<file path="src/rtl/msg_fifo_arbiter_pkg.sv">
// Shared types and constants for the frame-end message FIFO arbiter.
package msg_arb_pkg;

  typedef enum logic {
    IDLE  = 1'b0,
    WRITE = 1'b1
  } state_e;

  localparam int MSG_WORDS_DEF = 3;

  // ASCII tags carried in word 0 of each producer's message
  localparam logic [31:0] MSG_ID_RBB = 32'h0052_4242;
  localparam logic [31:0] MSG_ID_GBB = 32'h0047_4242;
  localparam logic [31:0] MSG_ID_BBB = 32'h0042_4242;
  localparam logic [31:0] MSG_ID_STA = 32'h0053_5441;

endpackage

</file>
<file path="src/rtl/msg_fifo_arbiter_if.sv">
// Producer request bus plus MSG_FIFO write port, as seen by the arbiter.
interface msg_fifo_arbiter_if
  import msg_arb_pkg::*;
#(
  parameter int NUM_REQ   = 4,
  parameter int MSG_WORDS = MSG_WORDS_DEF,
  parameter int USEDW_W   = 8
);

  logic [NUM_REQ-1:0]              req;
  logic [NUM_REQ*MSG_WORDS*32-1:0] req_data;
  logic [NUM_REQ-1:0]              ack;
  logic [USEDW_W-1:0]              fifo_usedw;
  logic                            fifo_full;
  logic                            fifo_wrreq;
  logic [31:0]                     fifo_data;
  logic                            flush;
  logic                            busy;
  logic [2:0]                      grant_idx;
  logic [15:0]                     msg_count;

  modport master (
    input  req, req_data, fifo_usedw, fifo_full, flush,
    output ack, fifo_wrreq, fifo_data, busy, grant_idx, msg_count
  );

  modport slave (
    output req, req_data, fifo_usedw, fifo_full, flush,
    input  ack, fifo_wrreq, fifo_data, busy, grant_idx, msg_count
  );

endinterface

</file>
<file path="src/rtl/msg_fifo_arbiter_rr_arbiter.sv">
// Combinational round-robin pick: first requester at or above ptr, with wrap.
module rr_arbiter #(
  parameter int NUM_REQ = 4
) (
  input  logic [NUM_REQ-1:0] req_i,
  input  logic [2:0]         ptr_i,
  output logic               valid_o,
  output logic [2:0]         winner_o
);

  logic [NUM_REQ-1:0] rot;

  // Rotate so that bit 0 is the producer at ptr
  assign rot = NUM_REQ'({req_i, req_i} >> ptr_i);

  always_comb begin
    int sum;
    valid_o  = 1'b0;
    winner_o = '0;
    sum      = 0;
    for (int off = 0; off < NUM_REQ; off++) begin
      if (!valid_o && rot[off]) begin
        valid_o = 1'b1;
        sum     = int'(ptr_i) + off;
        if (sum >= NUM_REQ) begin
          sum = sum - NUM_REQ;
        end
        winner_o = 3'(sum);
      end
    end
  end

endmodule

</file>
<file path="src/rtl/msg_fifo_arbiter.sv">
// Grants one producer at a time and writes its message to MSG_FIFO as an
// atomic burst, only when the whole message fits.
module msg_fifo_arbiter
  import msg_arb_pkg::*;
#(
  parameter int NUM_REQ    = 4,
  parameter int MSG_WORDS  = MSG_WORDS_DEF,
  parameter int FIFO_DEPTH = 256
) (
  input logic              clk,
  input logic              reset_n,
  msg_fifo_arbiter_if.master bus
);

  state_e             state_q, state_d;
  logic [2:0]         ptr_q, ptr_d;
  logic [2:0]         widx_q, widx_d;
  logic [2:0]         grant_q, grant_d;
  logic [NUM_REQ-1:0] ack_q, ack_d;
  logic               wrreq_q, wrreq_d;
  logic [31:0]        data_q, data_d;
  logic [15:0]        cnt_q, cnt_d;
  logic [31:0]        buf_q [MSG_WORDS];
  logic [31:0]        buf_d [MSG_WORDS];

  logic [31:0]        prod_words [NUM_REQ][MSG_WORDS];
  logic [31:0]        win_words  [MSG_WORDS];
  logic               arb_valid;
  logic [2:0]         winner;
  logic               space;

  generate
    for (genvar gi = 0; gi < NUM_REQ; gi++) begin : g_prod
      for (genvar gk = 0; gk < MSG_WORDS; gk++) begin : g_word
        assign prod_words[gi][gk] = bus.req_data[(gi*MSG_WORDS+gk)*32 +: 32];
      end
    end
  endgenerate

  rr_arbiter #(.NUM_REQ(NUM_REQ)) u_rr (
    .req_i    (bus.req),
    .ptr_i    (ptr_q),
    .valid_o  (arb_valid),
    .winner_o (winner)
  );

  always_comb begin
    for (int k = 0; k < MSG_WORDS; k++) begin
      win_words[k] = '0;
    end
    for (int i = 0; i < NUM_REQ; i++) begin
      if (winner == 3'(i)) begin
        win_words = prod_words[i];
      end
    end
  end

  // Strict less-than leaves room for a full message before usedw catches up
  assign space = ~bus.fifo_full &
                 (32'(bus.fifo_usedw) < 32'(FIFO_DEPTH - MSG_WORDS));

  always_comb begin
    state_d = state_q;
    ptr_d   = ptr_q;
    widx_d  = widx_q;
    grant_d = grant_q;
    ack_d   = '0;
    wrreq_d = wrreq_q;
    data_d  = data_q;
    cnt_d   = cnt_q;
    buf_d   = buf_q;

    if (bus.flush) begin
      state_d = IDLE;
      wrreq_d = 1'b0;
      widx_d  = '0;
    end else begin
      case (state_q)
        IDLE: begin
          wrreq_d = 1'b0;
          if (arb_valid && space) begin
            state_d = WRITE;
            grant_d = winner;
            ptr_d   = (winner == 3'(NUM_REQ-1)) ? 3'd0 : winner + 3'd1;
            widx_d  = '0;
            buf_d   = win_words;
            wrreq_d = 1'b1;
            data_d  = win_words[0];
            for (int i = 0; i < NUM_REQ; i++) begin
              ack_d[i] = (winner == 3'(i));
            end
          end
        end
        WRITE: begin
          if (widx_q == 3'(MSG_WORDS-1)) begin
            state_d = IDLE;
            wrreq_d = 1'b0;
            widx_d  = '0;
            cnt_d   = cnt_q + 16'd1;
          end else begin
            // Buffer shifts down so the next word is always at index 1
            widx_d = widx_q + 3'd1;
            data_d = buf_q[1];
            for (int k = 0; k < MSG_WORDS-1; k++) begin
              buf_d[k] = buf_q[k+1];
            end
            buf_d[MSG_WORDS-1] = '0;
          end
        end
        default: begin
          state_d = IDLE;
          wrreq_d = 1'b0;
        end
      endcase
    end
  end

  always_ff @(posedge clk) begin
    if (!reset_n) begin
      state_q <= IDLE;
      ptr_q   <= '0;
      widx_q  <= '0;
      grant_q <= '0;
      ack_q   <= '0;
      wrreq_q <= 1'b0;
      data_q  <= '0;
      cnt_q   <= '0;
      for (int k = 0; k < MSG_WORDS; k++) begin
        buf_q[k] <= '0;
      end
    end else begin
      state_q <= state_d;
      ptr_q   <= ptr_d;
      widx_q  <= widx_d;
      grant_q <= grant_d;
      ack_q   <= ack_d;
      wrreq_q <= wrreq_d;
      data_q  <= data_d;
      cnt_q   <= cnt_d;
      buf_q   <= buf_d;
    end
  end

  assign bus.ack        = ack_q;
  assign bus.fifo_wrreq = wrreq_q;
  assign bus.fifo_data  = data_q;
  assign bus.busy       = wrreq_q;
  assign bus.grant_idx  = grant_q;
  assign bus.msg_count  = cnt_q;

endmodule

</file>
<file path="src/flat_wrapper.sv">
// flat-port wrapper written by rule: the top's interface ports become plain ports
module msg_fifo_arbiter_flat import msg_arb_pkg::*;
#(
  parameter int NUM_REQ    = 4,
  parameter int MSG_WORDS  = MSG_WORDS_DEF,
  parameter int FIFO_DEPTH = 256
)
  (clk, reset_n, bus_req, bus_req_data, bus_fifo_usedw, bus_fifo_full, bus_flush, bus_ack, bus_fifo_wrreq, bus_fifo_data, bus_busy, bus_grant_idx, bus_msg_count);
  msg_fifo_arbiter_if #(.NUM_REQ(NUM_REQ), .MSG_WORDS(MSG_WORDS), .USEDW_W(8)) bus_i ();
  input logic clk;
  input logic reset_n;
  input wire logic [$bits(bus_i.req)-1:0] bus_req;
  input wire logic [$bits(bus_i.req_data)-1:0] bus_req_data;
  input wire logic [$bits(bus_i.fifo_usedw)-1:0] bus_fifo_usedw;
  input wire logic [$bits(bus_i.fifo_full)-1:0] bus_fifo_full;
  input wire logic [$bits(bus_i.flush)-1:0] bus_flush;
  output wire logic [$bits(bus_i.ack)-1:0] bus_ack;
  output wire logic [$bits(bus_i.fifo_wrreq)-1:0] bus_fifo_wrreq;
  output wire logic [$bits(bus_i.fifo_data)-1:0] bus_fifo_data;
  output wire logic [$bits(bus_i.busy)-1:0] bus_busy;
  output wire logic [$bits(bus_i.grant_idx)-1:0] bus_grant_idx;
  output wire logic [$bits(bus_i.msg_count)-1:0] bus_msg_count;
  assign bus_i.req = bus_req;
  assign bus_i.req_data = bus_req_data;
  assign bus_i.fifo_usedw = bus_fifo_usedw;
  assign bus_i.fifo_full = bus_fifo_full;
  assign bus_i.flush = bus_flush;
  assign bus_ack = bus_i.ack;
  assign bus_fifo_wrreq = bus_i.fifo_wrreq;
  assign bus_fifo_data = bus_i.fifo_data;
  assign bus_busy = bus_i.busy;
  assign bus_grant_idx = bus_i.grant_idx;
  assign bus_msg_count = bus_i.msg_count;
  msg_fifo_arbiter #(.NUM_REQ(NUM_REQ), .MSG_WORDS(MSG_WORDS), .FIFO_DEPTH(FIFO_DEPTH)) u_core (.clk(clk), .reset_n(reset_n), .bus(bus_i));
endmodule
</file>
<file path="config.mk">
export PLATFORM = sky130hd
export DESIGN_NAME = msg_fifo_arbiter_flat
export DESIGN_NICKNAME = d
export VERILOG_FILES = /design/src/rtl/msg_fifo_arbiter_pkg.sv /design/src/rtl/msg_fifo_arbiter_if.sv /design/src/rtl/msg_fifo_arbiter_rr_arbiter.sv /design/src/rtl/msg_fifo_arbiter.sv /design/src/flat_wrapper.sv
export SDC_FILE = /design/constraint.sdc
export NUM_CORES = 1
export LEC_CHECK = 0
export BUFFER_PORTS_ARGS = -buffer_cell sky130_fd_sc_hd__buf_2
export CAP_MARGIN = 20
export CORE_AREA = 5 5 173 175
export CTS_CLUSTER_SIZE = 16
export DETAILED_ROUTE_END_ITERATION = 7
export DIE_AREA = 0 0 178 180
export GPL_ROUTABILITY_DRIVEN = 0
export REMOVE_ABC_BUFFERS = 1
export SYNTH_ARGS = -nofsm -noshare
export SYNTH_HDL_FRONTEND = slang
export SYNTH_HIERARCHICAL = 1
export SYNTH_SLANG_ARGS = --single-unit
</file>
<file path="constraint.sdc">
create_clock -name clk -period 4.1 [get_ports clk]
set_input_delay 0.82 -clock clk [delete_from_list [all_inputs] [get_ports clk]]
set_output_delay 0.82 -clock clk [all_outputs]
set_load 0.005 [all_outputs]
</file>
# == Yosys cells after proc, flatten, opt, wreduce, memory -nomap -nowiden ==
# Cells that the tools add are included.
# totals
elab_cells,83
in_bits,400
register_bits,127
# op_classes
n_lt_le_gt_ge,5
bitwise_logic,6
add_sub_neg,10
eq_ne,7
shifts,1
mux,31
reduce_logical,13
# op_table
operator,count
96-bit 2-to-1 mux,4
64-bit 2-to-1 mux,2
64-bit one-hot mux with 2 select lines,1
32-bit 2-to-1 mux,2
32-bit one-hot mux with 2 select lines,1
3-bit 2-to-1 mux,11
16-bit by 1-bit adder with 16-bit output (second input constant),1
4-bit by 3-bit greater-or-equal comparator with 1-bit output (second input constant),3
3-bit subtractor (second input constant),4
3-bit by 2-bit == test with 1-bit output (second input constant),3
3-bit AND reduction,3
3-bit by 2-bit adder with 4-bit output (second input constant),2
8-bit less-than comparator (second input constant),1
8-bit by 3-bit right shift with 4-bit output,1
1-bit 2-to-1 mux,7
3-bit by 1-bit adder with 3-bit output (second input constant),2
3-bit one-hot mux with 2 select lines,1
1-bit inverter,5
3-bit by 1-bit adder with 4-bit output (second input constant),1
1-bit logical AND,4
2-bit != test (second input constant),2
1-bit one-hot mux with 2 select lines,2
4-bit OR reduction,1
3-bit by 1-bit == test with 1-bit output (second input constant),1
other kinds (6),8

# == Logic depth before layout (Yosys ltp) ==
# Gate-level depths: netlist of the first run.
# depth
depth_word,18
mapped_depth,17
depth_no_buf,12

# == By module ==
# Netlist of the first run, hierarchy kept.
# by_module_without_submodules
module,cells_each,area_per_inst_um2,instances
msg_fifo_arbiter,946,8036.5,1
rr_arbiter,42,256.5,1

# == Worst setup path before layout of the first run ==
# OpenSTA, ideal clock, no wires.
# synth_timing
path_kind,input port to flip-flop
from,input bus_req[0]
to,register u_core/buf_q[52] (netlist name)
stages,14
path_slack_ns,0.443
arrival_time_ns,3.532
path_cell_list,and3b_1 -> clkbuf_2 -> or4_1 -> a211o_1 -> a31oi_1 -> inv_1 -> ha_1 -> nor2b_1 -> clkbuf_1 -> buf_2 -> buf_2 -> a221o_1 -> a221oi_1 -> a21oi_1
# synth_between
elab_chain_len,18
elab_cells_between_ends,28
classes_between,eq/ne (4); shift (1); mux (14); reduce/logical (9)
# synth_lines
element,line_no,text
from (decl),flat_wrapper.sv:12,input wire logic [$bits(bus_i.req)-1:0] bus_req;
8-bit by 3-bit right shift with 4-bit output (*),msg_fifo_arbiter_rr_arbiter.sv:14,"assign rot = NUM_REQ'({req_i, req_i} >> ptr_i);"
1-bit 2-to-1 mux,msg_fifo_arbiter_rr_arbiter.sv:22,if (!valid_o && rot[off]) begin
1-bit logical NOT,msg_fifo_arbiter_rr_arbiter.sv:22,
1-bit logical AND,msg_fifo_arbiter_rr_arbiter.sv:22,
1-bit 2-to-1 mux,msg_fifo_arbiter_rr_arbiter.sv:22,
1-bit logical NOT,msg_fifo_arbiter_rr_arbiter.sv:22,
1-bit logical AND,msg_fifo_arbiter_rr_arbiter.sv:22,
1-bit 2-to-1 mux,msg_fifo_arbiter_rr_arbiter.sv:22,
1-bit logical NOT,msg_fifo_arbiter_rr_arbiter.sv:22,
1-bit logical AND,msg_fifo_arbiter_rr_arbiter.sv:22,
3-bit 2-to-1 mux (*),msg_fifo_arbiter_rr_arbiter.sv:22,
net u_core.winner[1],msg_fifo_arbiter.sv:29,logic [2:0] winner;
3-bit logical NOT,msg_fifo_arbiter.sv:52,if (winner == 3'(i)) begin
96-bit 2-to-1 mux (3 in series),msg_fifo_arbiter.sv:52,
96-bit 2-to-1 mux (*),msg_fifo_arbiter.sv:52,
64-bit 2-to-1 mux (*),msg_fifo_arbiter.sv:81,if (arb_valid && space) begin
64-bit one-hot mux with 2 select lines (*),msg_fifo_arbiter.sv:78,case (state_q)
to (signal assigned),msg_fifo_arbiter.sv:140,buf_q <= buf_d;
to (decl),msg_fifo_arbiter.sv:23,logic [31:0] buf_q [MSG_WORDS];
# Mark *: on every way through the listed nets, which the timed path passes. The rest lies on a longest branch. The select of a mux whose other input is x is not followed.
# A chain may end at the register's enable or synchronous reset.

# == Worst setup path in the final report of the first run ==
# layout_timing
from,register u_core.ptr_q[0]
to,register u_core/buf_q[10] (netlist name)
# layout_between
elab_chain_len,18
elab_cells_between_ends,43
classes_between,add/sub (7); order compare (4); eq/ne (4); shift (1); mux (18); reduce/logical (9)
# layout_lines
element,line_no,text
from (decl),msg_fifo_arbiter.sv:16,"logic [2:0] ptr_q, ptr_d;"
from (signal assigned),msg_fifo_arbiter.sv:133,ptr_q <= ptr_d;
"parallel branches: the longest is 10 deep, another holds 3-bit by 1-bit adder with 4-bit output",-,
3-bit 2-to-1 mux (*),msg_fifo_arbiter_rr_arbiter.sv:22,
net u_core.winner[1],msg_fifo_arbiter.sv:29,
3-bit logical NOT,msg_fifo_arbiter.sv:52,
96-bit 2-to-1 mux (3 in series),msg_fifo_arbiter.sv:52,
96-bit 2-to-1 mux (*),msg_fifo_arbiter.sv:52,
64-bit 2-to-1 mux (*),msg_fifo_arbiter.sv:81,
64-bit one-hot mux with 2 select lines (*),msg_fifo_arbiter.sv:78,
# Mark *: on every way through the listed nets, which the timed path passes. The select of a mux whose other input is x is not followed.

==> metrics.txt, run 1 <==
post-CTS setup-driven buffer insertion count 0; antenna violations before repair 5; Iter 0 DRT Violations between 600 and 700; routed wire length per instance 21.50 um; total placed instance area around 11000 sq um; Worst Setup Path Type reg -> reg; Yosys reg bits around 130; highest metal layer with signal wires met5; pre-CTS setup slack -15.21 ps; DR pass1 iterations 5; Power Total 4.341 mW; P&R area growth vs syn 39.89%; fin. max-slew vios 0; final routed wirelength across all metal layers 38200 um; headroom to the max-slew limit 28.27%; wl on met1 around 16000 um; proportion of power drawn by combinational gates 32.7%; total half-perimeter wirelength after legalization and detailed placement between 20000 and 30000 um; switching power roughly 1.5 mW; result of the run finished clean; final net count approximately 1.8k; cell row count between 60 and 70; CORE AREA roughly 28000 sq um; WL met2 about 18000 um; number of buffers inserted by hold repair at cts 0; Post-Layout Inst Area about 12000 sq um; WP data arrival about 4100 ps; post-cts repair resize count 0; fraction of layout instances using a drive strength above 1 about two fifths; max capacitance violation total 0; number of sinks on the clock net roughly 130; post-route minimum period approximately 3800 ps; final critical-path setup slack ~290 ps; Post-synth EDFFs 0; fraction of power consumed by the clock network a little over a third; GRT Residual Overflow 0; Switching Fraction around a third; CP Data Required Time between 4000 and 5000 ps; top-level port count 457; starting density of the core 29.29%; number of placed cells counting well taps between 1.5k and 2k; clock-pin transition on the worst setup and hold timing paths 70 ps; worst setup skew after layout 10.74 ps; die height approximately 180 um; Clock H-tree levels 4; vias after detailed routing around 10k; number of DRC violations after detailed routing 0; most used flip-flop cell after synthesis dfxtp_1; category of the worst setup path capture point register; period utilisation layout between 90% and 100%; highest net fanout along the worst path 43; synthesized netlist cell count around 1000; standby leakage power approximately 5.4 nW; vias in the first global route roughly 10k; CTS tree yes; Flop pwr share a little under a third; final-report hold violation count 0; worst-skew pair later-pin latency approximately 420 ps; Post-Layout Cell Count roughly 1.8k; number of failing setup endpoints in the final timing report 0; antenna-violating nets left 0; Horiz. Die Dim between 150 and 200 um; element type at the critical path start register; upper clock frequency limit between 200 and 300 MHz; drt via density roughly 5.6; first-pass GRT wire length 56810 um; Syn. warnings 6; area of the mapped netlist just over 8000 sq um; largest voltage drop on the vdd net about 0.27 mV; sequential-to-total area share from yosys stat roughly 30%; total of buffers placed on input and output ports 456; pin count of the biggest net entering global routing 98; transition time of the tightest slew-check pin between 1000 and 1500 ps; async set-reset flop share out of synthesis 0%; clock root buffer clkbuf_16; PwrDens roughly 370 nW/um^2; Hold WC Path Type reg -> reg; CTS Buf Count 17; GRT Overall Usage between 20% and 30%; number of distinct library cell variants in the gate-level netlist after synthesis 54; unrepaired setup endpoints after global routing no; syn avg cell area around 8.4 sq um; maximum clock insertion buffer count 2; met3 wire len around 3200 um; full die area roughly 32000 sq um; Internal Dissipation slightly below 3 mW
## area by class of cell
class	instances	area [sq um]
Fill cell	2882	16710
Multi-Input combinational cell	662	5027
Timing Repair Buffer	492	2665
Sequential cell	127	2546
Tap cell	384	480.5
Clock buffer	18	429.2
Inverter	76	285.3
Clock inverter	14	157.7
Antenna cell	4	10.01
## cell usage in the layout, fill, tap and decap left out, types with 6 or more instances in the layout
cell,Yosys,routed
nand2b_1,33,33
o2bb2ai_1,32,32
buf_12,0,9
o31ai_1,70,70
mux2i_1,6,6
clkbuf_16,0,17
inv_1,76,76
or4_1,6,6
a221oi_1,64,64
and3b_1,66,66
a21oi_1,142,142
nor2_1,18,17
a221o_1,96,96
buf_2,20,456
o21ai_0,8,8
dfxtp_1,127,126
nand3_1,6,6
nand2_1,13,13
buf_4,2,27
a32oi_1,32,32
## cells in the mapped netlist (all sizes together), types with 2 or more instances
| master | count | area (sq um) |
|---|---|---|
| inv | 76 | 285.3 |
| a221o | 96 | 960.9 |
| o31ai | 70 | 525.5 |
| a221oi | 64 | 560.5 |
| o2bb2ai | 32 | 280.3 |
| a311oi | 2 | 17.52 |
| ha | 6 | 75.07 |
| or4 | 6 | 45.04 |
| clkbuf | 94 | 354.1 |
| mux2i | 6 | 60.06 |
| o211ai | 4 | 30.03 |
| or3 | 5 | 31.28 |
| a21oi | 142 | 710.7 |
| a31oi | 4 | 25.02 |
| buf | 29 | 148.9 |
| and3 | 3 | 20.02 |
| xor2 | 4 | 35.03 |
| nor2b | 6 | 37.54 |
| or2 | 3 | 18.77 |
| and3b | 66 | 578.1 |
| nand4 | 4 | 25.02 |
| nand2 | 13 | 48.80 |
| nor3b | 5 | 37.54 |
| xnor2 | 4 | 35.03 |
| dfxtp | 127 | 2542 |
| nand2b | 34 | 215.2 |
| o21ai | 9 | 45.04 |
| nand3 | 6 | 30.03 |
| nor2 | 18 | 67.56 |
| nor3 | 4 | 25.02 |
| a32oi | 32 | 280.3 |
## kinds of logic after synthesis
| logic type | synth area share [%] |
|---|---|
| other cells | 0.04522 |
| buf+inv | 9.505 |
| xor+xnor | 0.8448 |
| flops | 30.66 |
| fa+ha+maj | 0.9052 |
| simple gates | 15.19 |
| mux | 0.7242 |
| compound gates | 42.12 |
## routing by layer
layer	vias up	track usage [%]
li1	4687	-
met1	4786	29.17
met2	478	35.77
met3	51	5.105
met4	2	7.457
met5	-	0
## worst max-delay path, stage by stage, from the launching register on
cell	delay [ps]
dfxtp_1	590
mux2i_1	200
or4_1	500
a211o_1	270
a31oi_1	200
inv_1	130
ha_4	180
nor2b_4	800
buf_12	330
a221o_1	190
a32oi_1	90
o2bb2ai_1	160
## per-stage QoR
step | utilization (%) | hold WS, ps | TNS [ps]
after global placement | 38.79 | 446.2 | 0
after global routing | 40.97 | 480.8 | 0
after CTS | 40.87 | 468.7 | 0
final | 40.97 | 466.0 | 0
after floorplan | - | 432.4 | -321710
after detailed placement | 38.79 | 449.7 | -17.70
## flip-flops by register name (all words and copies together), names as in the netlist
| register | count |
|---|---|
| u_core/bus.fifo_data | 32 |
| u_core/widx_q | 3 |
| u_core/bus.grant_idx | 3 |
| u_core/buf_q | 64 |
| u_core/bus.ack | 4 |
| u_core/bus.msg_count | 16 |
| u_core/ptr_q | 3 |
| u_core/state_q | 1 |
| u_core/bus.busy | 1 |
## power groups by stage
stage	registers [mW]	logic (mW)	clock network [mW]
global route	1.39	1.54	1.65
finish	1.38	1.42	1.54
CTS	1.38	1.40	1.59
detailed placement	1.40	1.40	0
global placement	1.40	1.38	0
floorplan	1.39	0.840	0
## path summary, 6_finish.rpt
check / start / to / slack (ps) / cells past startpoint
worst max-delay path: u_core/ptr_q[0]$_SDFFE_PN0P_ / u_core/buf_q[10]$_SDFFE_PN0P_ / 290 / 11
worst min-delay path: u_core/buf_q[28]$_SDFFE_PN0P_ / u_core/buf_q[28]$_SDFFE_PN0P_ / 470 / 1
worst max register to register: u_core/ptr_q[0]$_SDFFE_PN0P_ / u_core/buf_q[10]$_SDFFE_PN0P_ / 290 / 11
worst min register to register: u_core/buf_q[28]$_SDFFE_PN0P_ / u_core/buf_q[28]$_SDFFE_PN0P_ / 470 / 1
Power figures use the tool's default switching activity.
==> inputs of run 2 (changes only) <==
==> constraint.sdc (replaced) <==
create_clock -name clk -period 4.1 [get_ports clk]
set_input_delay 1.23 -clock clk [delete_from_list [all_inputs] [get_ports clk]]
set_output_delay 1.23 -clock clk [all_outputs]
set_load 0.005 [all_outputs]
==> run 2 against run 1 <==
  * Cell count increased by 0.23%
  * Core utilization increased by 0.36 points
  * Highest routed layer unchanged
  * Largest cell class unchanged
  * Critical path depth increased by 1
  * Clock-buffer cell count increased by 2
  * Via count decreased by 0.75%
  * Clock skew increased by 6.7 ps
  * First-iteration DRC count decreased by 7.2%
  * Die area unchanged
==> metrics.txt, run 2 (synthesized netlist as in run 1, its figures left out) <==
most common library cell in the layout ignoring fill and taps buf_2; CORE AREA 28310 sq um (unchanged); P&R area growth vs syn 41.11%; die height 180 um (unchanged); GRT Overall Usage 21.81% (-0.39 points); clock root buffer clkbuf_16; highest net fanout along the worst path 47 (+9.3%); worst path buffer plus inverter count 3 (+1); number of DRC violations after detailed routing 0 (unchanged); routed wire length per instance 21.22 um (-1.3%); top-level port count 457 (unchanged); antenna violations before repair 7 (+2); CP Data Required Time 4380 ps (-50 ps); worst-skew pair later-pin latency 420 ps (about the same); cell row count 62 (unchanged); full die area 32040 sq um (unchanged); Horiz. Die Dim 178 um (unchanged); period utilisation layout 92.27% (-0.72 points); number of sinks on the clock net 127 (unchanged); first-pass GRT wire length 55940 um (-1.5%); final net count 1785 (+0.17%); headroom to the max-slew limit 45.76% (+17 points); pin count of the biggest net entering global routing 88 (-10%); final-report hold violation count 0 (unchanged); upper clock frequency limit 264.3 MHz (+0.78%); drt via density 5.575 (-0.97%); clock-pin transition on the worst setup and hold timing paths 60 ps (about the same); number of failing setup endpoints in the final timing report 0 (unchanged); Worst Setup Path Type in -> reg; max capacitance violation total 0 (unchanged); number of flip-flops under the largest register name 64 (unchanged); antenna-violating nets left 0 (unchanged); WP data arrival 4060 ps (-80 ps); unrepaired setup endpoints after global routing no; Cell Chain, Critical Path buf_2 -> and3b_1 -> or4_1 -> a211o_1 -> a31oi_1 -> inv_1 -> ha_1 -> nor2b_4 -> buf_12 -> a221o_1 -> a32oi_1 -> o2bb2ai_1; slowest cell on the critical path or4_1; Clock H-tree levels 4 (unchanged); CTS tree yes; worst slack on hold paths 466.2 ps (+0.2350 ps); final routed wirelength across all metal layers 37800 um (-1.1%); post-route minimum period 3783 ps (-29.36 ps); transition time of the tightest slew-check pin 813.7 ps (-260.0 ps); Hold WC Path Type reg -> reg; post-cts repair resize count 0 (unchanged); result of the run finished clean; Iter 0 DRT Violations 640 (-7.2%); element type at the critical path start primary input; standby leakage power 5.488 nW (+0.87%); total of buffers placed on input and output ports 456 (unchanged); number of fill cells in the layout 2918 (+1.2%); maximum clock insertion buffer count 2 (unchanged); PwrDens 374.4 nW/um^2 (about the same); max incr delay on CP 510 ps (-290 ps); number of buffers inserted by hold repair at cts 0 (unchanged); CTS Buf Count 17 (unchanged); Largest delay share family, worst path compound AO/OA/AOI/OAI gates; Post-Layout Cell Count 1781 (+0.23%); worst setup skew after layout 17.47 ps (+6.729 ps); post-CTS setup-driven buffer insertion count 0 (unchanged); number of placed cells counting well taps 1744 (+0.23%); DR pass1 iterations 5 (unchanged); vias in the first global route 9854 (+0.030%); GRT Residual Overflow 0 (unchanged); core utilization of the finished layout 41.33% (+0.36 points); category of the worst setup path capture point register; total half-perimeter wirelength after legalization and detailed placement 26520 um (-0.15%); highest-count cells in the layout ignoring fill and taps 456 x buf_2, 142 x a21oi_1, 126 x dfxtp_1; starting density of the core 29.29% (unchanged); fraction of layout instances using a drive strength above 1 39.08% (+0.20 points); Largest Register u_core/buf_q; fin. max-slew vios 0 (unchanged); vias after detailed routing 9929 (-0.75%); largest voltage drop on the vdd net 0.2263 mV (-16%)
## run 2: stage by stage
step                setup TNS, ps  instance area (sq um)  power (mW)  setup WS [ps]
global route                    0                  11700       4.603          166.3
floorplan                 -362040                   7790       2.231          -3730
CTS                             0                  11690       4.414          354.7
detailed placement         -68.99                  11090       2.830         -68.99
finish                          0                  11700       4.381          317.1
global placement           -77.50                  11090       2.824         -77.50
## run 2: path summary, 6_finish.rpt
check,from,to,slack [ps],cells after the start
max,bus_req[0],u_core/buf_q[27]$_SDFFE_PN0P_,320,12
min,u_core/buf_q[22]$_SDFFE_PN0P_,u_core/buf_q[22]$_SDFFE_PN0P_,470,1
max reg2reg,u_core/ptr_q[0]$_SDFFE_PN0P_,u_core/buf_q[27]$_SDFFE_PN0P_,630,11
min reg2reg,u_core/buf_q[22]$_SDFFE_PN0P_,u_core/buf_q[22]$_SDFFE_PN0P_,470,1
## run 2: layout make-up
type | instances | area [sq um] | share of cell area, %
Multi-Input combinational cell | 662 | 5027 | 42.96
Timing Repair Buffer | 495 | 2750 | 23.50
Sequential cell | 127 | 2546 | 21.76
Tap cell | 384 | 480.5 | 4.106
Clock buffer | 20 | 466.7 | 3.988
Inverter | 76 | 285.3 | 2.438
Clock inverter | 12 | 133.9 | 1.144
Antenna cell | 5 | 12.51 | 0.1069
## run 2: worst reg2reg max path, cell delays in order, from the launching register on
cell and delay [ps]:
dfxtp_1 590, mux2i_1 200, or4_1 510, a211o_1 280, a31oi_1 190, inv_1 120, ha_1 210, nor2b_4 150
buf_12 180, a221o_1 390, a32oi_1 410, o2bb2ai_1 130
## run 2: report_power, final
group          internal (mW)  switching (mW)  leakage [nW]
registers               1.31          0.0600          1.04
clock network          0.948           0.614         0.293
logic                  0.691           0.755          4.16
## run 2: per-layer routing
| layer | vias to the layer above | track usage [%] | wire length, um |
|---|---|---|---|
| li1 | 4690 | - | - |
| met1 | 4775 | 27.62 | 15930 |
| met2 | 419 | 36.13 | 17830 |
| met3 | 41 | 6.408 | 3321 |
| met4 | 4 | 5.786 | 701 |
| met5 | - | 0 | 21 |
==> inputs of run 3 (changes only) <==
CORE_AREA = 5 5 176 178   (was 5 5 173 175)
DIE_AREA = 0 0 181 183   (was 0 0 178 180)
clock period = 3.1 ns   (was 4.1 ns; I/O delays follow)
==> run 3 against run 2 <==
  * Die area rose by 3.4%
  * Core utilization up 4.1 points
  * Sequential power rose by 33%
  * Combinational power is 80% higher
  * The flow now finishes with violations (setup timing)
==> metrics.txt, run 3 (synthesized netlist as in run 1, its figures left out) <==
Antenna diodes 0 (-5); die height 183 um (+1.7%); antenna-violating nets left 0 (unchanged); pre-CTS setup slack -774.2 ps (-705.2 ps); vias after detailed routing 10.63k (+7.0%); headroom to the max-slew limit 31.74% (-14 points); final net count 1856 (+4.0%); Horiz. Die Dim 181 um (+1.7%); WP data arrival 3680 ps (-380 ps); Worst Setup Path Type in -> reg; transition time of the tightest slew-check pin 1024 ps (+210.3 ps); worst-skew pair later-pin latency 420 ps (about the same); number of failing setup endpoints in the final timing report 96 (+96); number of DRC violations after detailed routing 0 (unchanged); final-report hold violation count 0 (unchanged); maximum clock insertion buffer count 2 (unchanged); Clock H-tree levels 4 (unchanged); Hold WC Path Type reg -> reg; max incr delay on CP 510 ps (about the same); cell row count 63 (+1.6%); first-pass GRT wire length 61280 um (+9.5%); number of flip-flops under the largest register name 64 (unchanged); CTS tree yes; PwrDens 502.7 nW/um^2 (+34%); number of fill cells in the layout 2866 (-1.8%); Largest Register u_core/buf_q; most frequent cell on the critical path nor2b_4; CTS Buf Count 17 (unchanged); starting density of the core 28.36% (-0.93 points); largest voltage drop on the vdd net 0.3075 mV (+36%); clock-pin transition on the worst setup and hold timing paths 60 ps (about the same); number of sinks on the clock net 127 (unchanged); fin. max-slew vios 0 (unchanged); period utilisation layout 107.6%; worst slack on hold paths 467.3 ps (+1.090 ps); max capacitance violation total 0 (unchanged); post-route minimum period 3336 ps; most common library cell in the layout ignoring fill and taps buf_2; Setup TNS Final -13650 ps (-13650 ps); fraction of layout instances using a drive strength above 1 47.10% (+8.0 points); total half-perimeter wirelength after legalization and detailed placement 27600 um (+4.1%); antenna violations before repair 0 (-7); upper clock frequency limit between 200 and 300 MHz; slowest cell on the critical path or4_1; GRT Residual Overflow 0 (unchanged); pin count of the biggest net entering global routing 76 (-14%); number of buffers inserted by hold repair at cts 0 (unchanged); result of the run finished with violations; CP Data Required Time 3440 ps (-940 ps); clock root buffer clkbuf_16; drt via density 5.736 (+2.9%); violated checks setup timing; vias in the first global route 10.35k (+5.1%); highest-count cells in the layout ignoring fill and taps 454 x buf_2, 142 x a21oi_1, 125 x dfxtp_1; P&R area growth vs syn 60.29%; DR pass1 iterations 6 (+1); total of buffers placed on input and output ports 456 (unchanged); final critical-path setup slack -236.5 ps (-553.5 ps); highest net fanout along the worst path 40 (-15%); element type at the critical path start primary input; category of the worst setup path capture point register; Iter 0 DRT Violations 906 (+42%); worst setup skew after layout 12.97 ps (-4.505 ps); routed wire length per instance 23.42 um (+10%); standby leakage power 6.221 nW (+13%); top-level port count 457 (unchanged); GRT Overall Usage 23.17% (+1.4 points); Cell Chain, Critical Path buf_8 -> nor2b_4 -> or4_1 -> a211o_1 -> a31oi_4 -> inv_2 -> buf_6 -> ha_4 -> nor2b_4 -> buf_12 -> a221o_1 -> a32oi_1 -> o2bb2ai_1; unrepaired setup endpoints after global routing yes; CORE AREA 29240 sq um (+3.3%); final routed wirelength across all metal layers 43400 um (+15%); full die area 33120 sq um (+3.4%)
==> run 3: changes by cell type in the layout (fill, tap and decap cells not counted), sizes merged <==
cell	delta
clkinvlp	+1
bufbuf	+3
inv	-1
bufinv	+2
clkbuf	+5
diode	-5
buf	+64
clkinv	-3
==> run 3: final cells by class <==
cell class | count | area [sq um] | area share [%]
inverters | 76 | 285.3 | 2.146
multi-input cells | 662 | 5524 | 41.56
well taps | 390 | 488.0 | 3.671
clock buffers | 21 | 481.7 | 3.624
flip-flops and latches | 127 | 2547 | 19.16
clock inverters | 11 | 177.7 | 1.337
repair buffers | 566 | 3789 | 28.50
==> run 3: worst max-delay path: cells and delay by family <==
kind | cells | cell delay [ps]
AO/OA/AOI/OAI | 5 | 1060
adder cells (fa/ha/maj) | 1 | 200
buffers and inverters | 4 | 520
AND/OR/NAND/NOR | 3 | 910
==> run 3: routing by layer <==
layer	GRT usage, %	routed length, um
met2	39.51	20780
met4	6.785	1013
met3	4.760	3490
met5	0	0
met1	29.78	18120
==> run 3: power breakdown <==
part           leakage [nW]  switching [mW]  internal [mW]
clock                 0.311           0.815           1.45
combinational          4.87            1.30           1.31
sequential             1.04          0.0782           1.74
total                  6.22            2.19           4.49
==> run 3: what timing repair did <==
action                                  4_1_cts  5_1_grt
gates resized for setup                      62       42
gates cloned                                 12        7
endpoints found under the setup margin       96       97
pin swaps                                    61       32
setup buffers                                11       10
==> run 3: path summary, 6_finish.rpt <==
| kind | startpoint | end | slack, ps | cells after the start |
|---|---|---|---|---|
| min | u_core/buf_q[24]$_SDFFE_PN0P_ | u_core/buf_q[24]$_SDFFE_PN0P_ | 470 | 1 |
| min reg2reg | u_core/buf_q[24]$_SDFFE_PN0P_ | u_core/buf_q[24]$_SDFFE_PN0P_ | 470 | 1 |
| max | bus_req[3] | u_core/buf_q[15]$_SDFFE_PN0P_ | -240 | 13 |
| max reg2reg | u_core/ptr_q[2]$_SDFFE_PN0P_ | u_core/buf_q[15]$_SDFFE_PN0P_ | -130 | 13 |
==> run 3: through the flow <==
step	cell area (sq um)	util [%]	cells	total power [mW]
2_1_floorplan	7790	-	865	2.951
3_3_place_gp	11370	38.88	1781	3.785
3_5_place_dp	11370	38.88	1781	3.799
4_1_cts	12820	43.82	1835	6.431
5_1_grt	13290	45.45	1853	6.945
6_report	13290	45.45	1853	6.683
